==> src/rtl/kcpsm_io_pkg.sv <==
// kcpsm_io_pkg: shared port-id defaults, interrupt FSM states and channel limits
package kcpsm_io_pkg;
  localparam int MAX_CH = 16;
  localparam logic [7:0] DEF_OUT_BASE = 8'h00;
  localparam logic [7:0] DEF_IN_BASE = 8'h00;
  localparam logic [7:0] DEF_IRQ_STAT_ID = 8'hF0;
  localparam logic [7:0] DEF_IRQ_MASK_ID = 8'hF1;
  localparam logic [7:0] DEF_WDOG_ID = 8'hF2;
  localparam int DEF_WDOG_CYCLES = 2 ** 20;
  typedef enum logic [1:0] {IDLE, ASSERT, SERVICE} irq_state_t;
endpackage

==> src/rtl/kcpsm_irq_ctrl.sv <==
// kcpsm_irq_ctrl: rising-edge capture into W1C pending bits, enable mask and interrupt/ack handshake FSM
module kcpsm_irq_ctrl
  import kcpsm_io_pkg::*;
#(
  parameter int N_IRQ = 4
) (
  input  logic             clk,
  input  logic             reset,
  input  logic [N_IRQ-1:0] irq_src,
  input  logic             stat_wr,
  input  logic             mask_wr,
  input  logic [N_IRQ-1:0] wdata,
  input  logic             interrupt_ack,
  output logic [N_IRQ-1:0] pending,
  output logic [N_IRQ-1:0] mask,
  output logic             interrupt
);
  irq_state_t state, state_nx;
  logic [N_IRQ-1:0] src_q;
  // edge detect, pending with set winning over a simultaneous W1C clear, mask and state register
  always_ff @(posedge clk)
    if (!reset) begin
      src_q <= '0;
      pending <= '0;
      mask <= '0;
      state <= IDLE;
    end else begin
      src_q <= irq_src;
      pending <= (pending & ~(stat_wr ? wdata : '0)) | (irq_src & ~src_q);
      if (mask_wr) mask <= wdata;
      state <= state_nx;
    end
  // a write to the status register marks the end of the ISR and re-arms the controller
  always_comb begin
    state_nx = state;
    if (state == IDLE && |(pending & mask)) state_nx = ASSERT;
    else if (state == ASSERT && interrupt_ack) state_nx = SERVICE;
    else if (state == SERVICE && stat_wr) state_nx = IDLE;
  end
  assign interrupt = state == ASSERT;
endmodule

==> src/rtl/kcpsm_io_bridge.sv <==
// kcpsm_io_bridge: KCPSM6 port-mapped I/O decode, output registers, registered input mux, irq controller; optional watchdog via KCPSM_IO_WDOG_EN
module kcpsm_io_bridge
  import kcpsm_io_pkg::*;
#(
  parameter int         N_OUT       = 4,
  parameter int         N_IN        = 4,
  parameter int         N_IRQ       = 4,
  parameter logic [7:0] OUT_BASE    = DEF_OUT_BASE,
  parameter logic [7:0] IN_BASE     = DEF_IN_BASE,
  parameter logic [7:0] IRQ_STAT_ID = DEF_IRQ_STAT_ID,
  parameter logic [7:0] IRQ_MASK_ID = DEF_IRQ_MASK_ID,
  parameter logic [7:0] WDOG_ID     = DEF_WDOG_ID,
  parameter int         WDOG_CYCLES = DEF_WDOG_CYCLES
) (
  input  logic               clk,
  input  logic               reset,
  input  logic [7:0]         port_id,
  input  logic [7:0]         out_port,
  input  logic               write_strobe,
  input  logic               k_write_strobe,
  input  logic               read_strobe,
  output logic [7:0]         in_port,
  output logic               interrupt,
  input  logic               interrupt_ack,
  input  logic [8*N_IN-1:0]  ext_in,
  output logic [N_IN-1:0]    rd_pulse,
  output logic [8*N_OUT-1:0] out_data,
  output logic [N_OUT-1:0]   out_valid,
  input  logic [N_IRQ-1:0]   irq_src,
  output logic               wdog_rst
);
  logic wdog_hit, special, stat_wr, mask_wr;
  logic [N_IRQ-1:0] pending, mask;
  logic [N_OUT-1:0] wr_hit;
  logic [7:0] rd_mux;
`ifdef KCPSM_IO_WDOG_EN
  assign wdog_hit = port_id == WDOG_ID;
`else
  assign wdog_hit = 1'b0;
`endif
  assign special = port_id == IRQ_STAT_ID || port_id == IRQ_MASK_ID || wdog_hit;
  assign stat_wr = write_strobe && port_id == IRQ_STAT_ID;
  assign mask_wr = write_strobe && port_id == IRQ_MASK_ID;
  // OUTPUT hits its range unless a control id claims it; OUTPUTK only sees the low nibble
  always_comb
    for (int i = 0; i < N_OUT; i++)
      wr_hit[i] = (write_strobe && !special && port_id == OUT_BASE + 8'(i)) || (k_write_strobe && port_id[3:0] == 4'(i));
  // FIFO pop strobe for the input channel addressed by an INPUT
  always_comb
    for (int i = 0; i < N_IN; i++)
      rd_pulse[i] = read_strobe && !special && port_id == IN_BASE + 8'(i);
  // read mux: control registers first, then input channels, everything else reads zero
  always_comb begin
    rd_mux = 8'h00;
    for (int i = 0; i < N_IN; i++) if (!special && port_id == IN_BASE + 8'(i)) rd_mux = ext_in[8*i +: 8];
    if (port_id == IRQ_STAT_ID) rd_mux = 8'(pending);
    else if (port_id == IRQ_MASK_ID) rd_mux = 8'(mask);
  end
  // output registers with next-cycle valid pulse, and the one-cycle-latency read data register
  always_ff @(posedge clk)
    if (!reset) begin
      out_data <= '0;
      out_valid <= '0;
      in_port <= '0;
    end else begin
      for (int i = 0; i < N_OUT; i++) if (wr_hit[i]) out_data[8*i +: 8] <= out_port;
      out_valid <= wr_hit;
      in_port <= rd_mux;
    end
  kcpsm_irq_ctrl #(.N_IRQ(N_IRQ)) u_irq (
    .clk(clk),
    .reset(reset),
    .irq_src(irq_src),
    .stat_wr(stat_wr),
    .mask_wr(mask_wr),
    .wdata(out_port[N_IRQ-1:0]),
    .interrupt_ack(interrupt_ack),
    .pending(pending),
    .mask(mask),
    .interrupt(interrupt)
  );
`ifdef KCPSM_IO_WDOG_EN
  logic kick;
  logic [23:0] wdog_cnt;
  assign kick = write_strobe && wdog_hit;
  // free-running timeout counter; a kick in the expiry cycle suppresses the pulse
  always_ff @(posedge clk)
    if (!reset) begin
      wdog_cnt <= '0;
      wdog_rst <= 1'b0;
    end else begin
      wdog_rst <= !kick && wdog_cnt == 24'(WDOG_CYCLES - 1);
      wdog_cnt <= (kick || wdog_cnt == 24'(WDOG_CYCLES - 1)) ? '0 : wdog_cnt + 24'd1;
    end
`else
  logic unused_wdog;
  assign unused_wdog = (WDOG_CYCLES == 0) || (WDOG_ID == 8'h00);
  assign wdog_rst = 1'b0;
`endif
endmodule
==> config.mk <==
export PLATFORM = sky130hd
export DESIGN_NAME = kcpsm_io_bridge
export DESIGN_NICKNAME = d
export VERILOG_FILES = /design/src/rtl/kcpsm_io_pkg.sv /design/src/rtl/kcpsm_irq_ctrl.sv /design/src/rtl/kcpsm_io_bridge.sv
export SDC_FILE = /design/constraint.sdc
export NUM_CORES = 1
export LEC_CHECK = 0
export BUFFER_PORTS_ARGS = -buffer_cell sky130_fd_sc_hd__buf_2
export CAP_MARGIN = 20
export CORE_UTILIZATION = 53
export CTS_BUF_LIST = sky130_fd_sc_hd__clkbuf_8
export CTS_CLUSTER_DIAMETER = 50
export DETAILED_ROUTE_END_ITERATION = 16
export PLACE_DENSITY = 0.87
export SETUP_SLACK_MARGIN = 0.3
export SYNTH_ARGS = -nofsm -noshare
export SYNTH_HDL_FRONTEND = slang
export SYNTH_HIERARCHICAL = 1
export SYNTH_SLANG_ARGS = --single-unit
export TNS_END_PERCENT = 50
==> constraint.sdc <==
create_clock -name clk -period 3.3 [get_ports clk]
set_input_delay 0.66 -clock clk [delete_from_list [all_inputs] [get_ports clk]]
set_output_delay 0.66 -clock clk [all_outputs]
set_load 0.005 [all_outputs]
[Word level (Yosys, flattened, before mapping)]
Cells that the tools add are included.
Word-level totals
  register bits: 58
  input port bits: 58
  output and inout bits: 50
  memories: 0
  latch bits: 0
  RAM bits: 0
  word-level logic and storage cells: 76
  ROM bits: 0
Operators by class
  shift operators: 0
  eq/ne operators: 10
  muxes and demuxes: 10
  bitwise operators: 7
  $add $sub $neg: 0
  reduce and logical (&&, ||, !) cells: 37
  div/mod/pow operators: 0
  multipliers: 0
  order comparisons: 0
Operator list (count)
  two-way mux 8 bit: 4
  logical AND 1 bit: 23
  equality test 8 x 2 -> 1 bit, second input constant: 2
  equality test 8 bit, second input constant: 2
  bitwise AND 4 bit: 3
  two-way mux 4 bit: 3
  equality test 4 x 2 -> 1 bit, second input constant: 2
  equality test 8 x 1 -> 1 bit, second input constant: 1
  logical NOT 8 bit: 1
  inverter 4 bit: 2
  logical OR 1 bit: 5
  equality test 4 x 1 -> 1 bit, second input constant: 1
  logical NOT 4 bit: 1
  two-way mux 2 bit: 2
  OR 4 bit: 1
  OR reduction 4 bit: 1
  nonzero test 3 bit: 1
  OR reduction 3 bit: 1
  equality test 2 x 1 -> 1 bit, second input constant: 1
  equality test 2 bit, second input constant: 1
  logical NOT 2 bit: 1
  nonzero test 2 bit: 1
  OR reduction 2 bit: 1
  logical NOT 1 bit: 1
  2 further kinds: 2

[Depth between registers and ports, before layout]
  depth in word-level cells: 10
  depth in mapped cells: 8
  mapped depth without buffers: 7

[Hierarchy]
Netlist, hierarchy kept.
Modules (own cells, without submodules)
  kcpsm_io_bridge: area each 2043.2 µm², cells each 206, times used 1, sequential area each 880.8 µm²
  kcpsm_irq_ctrl: area each 525.5 µm², cells each 54, times used 1, sequential area each 280.3 µm²

[Least setup slack after synthesis]
No wires, ideal clock.
  kind: input-to-output
  start: input port port_id[4]
  end: output port rd_pulse[0]
  required time: 2640 ps
  slack: 1009 ps
  stages: 4
  buffers on the path: 1
  arrival: 1631 ps
  cell sequence: or4_4 -> buf_6 -> nor2_2 -> and3_1
Between the ends
  cells in the longest elaborated chain, start to end: 5
  elaborated cells between the ends (all ways): 7
  classes of those cells: 2 x eq/ne; 5 x reduce/logical
Ends and longest elaborated chain
  start: declaration: line kcpsm_io_bridge.sv:17  | input logic [7:0] port_id,
  equality test 8 bit: line kcpsm_io_bridge.sv:41  | assign special = port_id == IRQ_STAT_ID || port_id == IRQ_MASK_ID || wdog_hit;
  logical OR 1 bit: line kcpsm_io_bridge.sv:41
  logical NOT 1 bit: line kcpsm_io_bridge.sv:51  | rd_pulse[i] = read_strobe && !special && port_id == IN_BASE + 8'(i);
  logical AND 1 bit: line kcpsm_io_bridge.sv:51
  logical AND 1 bit (*): line kcpsm_io_bridge.sv:51
  end: declaration: line kcpsm_io_bridge.sv:26  | output logic [N_IN-1:0] rd_pulse,
Every way passes the cells marked *; elsewhere a longest branch is shown, timed or not.

[Final worst setup path]
  start: input port port_id[4]
  end: output port rd_pulse[3]
Same word-level chain as after synthesis.

==> impl_metrics.env <==
export IMPL_peakVddDrop_uv=365.0
export IMPL_fin_hold_ws_ns=0.4564
export IMPL_netlist_cell_type_count=41
export IMPL_clock_latency_ns=0.33
export IMPL_r2r_cells=3
export IMPL_grt_start_max_net_pins=28
export IMPL_stdcell_area_sq_mm=0.003273
export IMPL_cts_sinks=58
export IMPL_synth_warnings=6
export IMPL_syn_to_final_growth_pct=27.42
export IMPL_status="finished, final reports clean"
export IMPL_cp_startpoint="port_id[4]"
export IMPL_finalSetupViolCount=0
export IMPL_power_total_mw=1.498
export IMPL_diodes=0
export IMPL_antenna_found_initial=0
export IMPL_synth_most_common_cell="dfxtp_1"
export IMPL_h_tree_depth=3
export IMPL_netlist_area_sq_mm=0.002569
export IMPL_fin_nets=423
export IMPL_crit_path_top_delay_cell="nor4_2"
export IMPL_tns_ns=0
export IMPL_cts_made_buffers=9
export IMPL_grt_pass1_vias=1989
export IMPL_postCtsSetupRepairBufs=0
export IMPL_finalHoldViolCount=0
export IMPL_crit_end="rd_pulse[3]"
export IMPL_leakage_nw=1.447
export IMPL_dieWidth_um=71.62
export IMPL_synth_edf_count=0
export IMPL_row_count=24
export IMPL_fillCellCount=348
export IMPL_r2r_start="u_irq/pending[1]"
export IMPL_cp_slowest_stage_delay_ns=0.45
export IMPL_path_clk_slew_ns=0.07
export IMPL_cp_required_ns=2.64
export IMPL_crit_family="simple AND/OR/NAND/NOR gates"
export IMPL_die_height_um=71.62
export IMPL_drc_errors=0
export IMPL_syn_num_nets=318
export IMPL_synth_area_top_cells="dfxtp_1, mux2i_1, nand2_1, nor2b_1, nor4_2"
export IMPL_ff2ff_setup_slack_ns=2.39
export IMPL_max_slew_margin_rel=0.6195
export IMPL_fin_skew_ns=0.002727
export IMPL_worstSetupPathType="input port to primary output"
export IMPL_dpl_cell_area_sq_mm=0.003069
export IMPL_end_kind="primary output"
export IMPL_cts_tree="done"
export IMPL_fmax_mhz=397.6
export IMPL_avgSynthCellArea_sq_um=9.880
export IMPL_worst_pin_slew_ns=0.5708
export IMPL_hp_class="flop to flop"
export IMPL_critPathMaxFanout=9
export IMPL_wire_per_inst_um=13.88
export IMPL_drt_iter0_markers=73
export IMPL_start_util=0.5703
export IMPL_grt_pass1_wl_mm=9.204
export IMPL_synth_flop_cell="dfxtp_1"
export IMPL_final_layout_size_suffix_gt1_frac=0.4081
export IMPL_grt_setup_unrepaired="no"
export IMPL_dieArea_sq_mm=0.005129
export IMPL_cts_root_buffer="clkbuf_8"
export IMPL_cts_hold_buf=0
export IMPL_timing_rr_end="u_irq/state[0]"
export IMPL_synth_largest_area_cell="dfxtp_1"
export IMPL_routabilityCongestion=0.8520
export IMPL_ys_seq_elements=58
export IMPL_core_area_sq_mm=0.004504
export IMPL_drtAntennaViolNets=0
export IMPL_yosysSeqAreaShare=0.4520
export IMPL_vias=2198
export IMPL_synthesis_instances=260
export IMPL_groute_usage_overall=0.2372
export IMPL_port_buffers=106
export IMPL_drt_pass1_iterations=4
export IMPL_ioPinCount=108
export IMPL_wl_mm=5.856
export IMPL_async_reset_ff_frac=0
export IMPL_grt_overflow=0
export IMPL_ctsResizeCount=0
export IMPL_synth_top_area_frac=0.4520
export IMPL_crit_path_start_kind="input port"
export IMPL_finalMaxSlewViolations=0
export IMPL_clockBufferDepth=2
export IMPL_path_common_cell="buf_2"
export IMPL_cp_num_cells=5
export IMPL_path_cells="buf_2, nor4_2, nand4_2, nor2_1, buf_2"
export IMPL_min_period_ns=2.515
export IMPL_synth_common_cells="dfxtp_1, nand2_1, mux2i_1"
export IMPL_worst_ep_arrival_time_ns=1.85
export IMPL_cap_violations=0
export IMPL_dp_hpwl_mm=4.314
export IMPL_power_density_mw_per_mm2=457.5
export IMPL_fin_crit_sh=0.7621
export IMPL_via_per_inst=5.209
export IMPL_path_buf_inv=2
## cell usage in the layout (no fill, tap or decap), types with 3 or more instances in the layout
cell        instances
nor2b_1            13
dfxtp_1            58
nor3_1              5
o21ai_0             3
nand2_1            51
mux2i_1            40
mux2_2              4
o22ai_1             4
o2111a_1            4
a21oi_1             8
clkinvlp_4          3
and2_1              9
a311o_2             4
nor4_2              6
nor2_1             11
buf_2             106
clkbuf_8           10
buf_4               5
## kinds of logic after synthesis
kind of cell | after synthesis | share of synthesized area
compound gates | 27 | 0.07939
simple gates | 111 | 0.2328
buf+inv | 19 | 0.06088
flops | 58 | 0.4520
other cells | 1 | 0.001460
mux | 44 | 0.1734
## report_power, final
group	internal (mW)	switching (mW)
sequential	0.713	0.00656
clock	0.368	0.284
combinational	0.0575	0.0680
total	1.14	0.359
## routing by layer
layer / global-route usage / vias up / share of wire
li1: - / 1110 / -
met1: 0.2771 / 990 / 0.43
met2: 0.4067 / 89 / 0.49
met3: 0.07876 / 9 / 0.067
met4: 0.08497 / 0 / 0.016
met5: 0 / - / 0
## flip-flops by register name, indices dropped and copies added (netlist names)
name and count:
u_irq/mask 4, out_valid 4, in_port 8, u_irq/state 2, u_irq/src_q 4, u_irq/pending 4
out_data 32
## area by class of cell
cell class / count / area (sq um) / share of cell area
Clock inverter: 6 / 66.31 / 0.02026
Tap cell: 52 / 65.06 / 0.01988
Clock buffer: 10 / 137.6 / 0.04205
Timing Repair Buffer: 111 / 568.0 / 0.1735
Multi-Input combinational cell: 183 / 1267 / 0.3872
Sequential cell: 58 / 1161 / 0.3547
Inverter: 2 / 7.507 / 0.002294
## worst reg2reg max path: stages, from the launching register on
cell      delay, ns
dfxtp_1        0.33
a22o_1         0.23
nor3_1         0.17
a211oi_1       0.07
## per-stage QoR
stage,instances,utilization,setup slack [ns]
5_1_grt,422,0.7267,0.6626
4_1_cts,422,0.7267,0.7832
3_3_place_gp,406,0.6814,0.8120
3_5_place_dp,406,0.6814,0.7804
2_1_floorplan,260,-,1.009
6_report,422,0.7267,0.7850
## worst min-delay path by stage
stage / slack, ns / to / cells past startpoint / startpoint
after floorplan: 0.45 / out_data[0] / 2 / out_data[0]
after global placement: 0.44 / out_data[8] / 2 / out_data[8]
after detailed placement: 0.45 / out_data[11] / 2 / out_data[11]
after CTS: 0.46 / out_data[15] / 2 / out_data[15]
after global routing: 0.48 / out_data[16] / 2 / out_data[16]
final: 0.46 / out_data[15] / 2 / out_data[15]
Power figures use the tool's default switching activity.
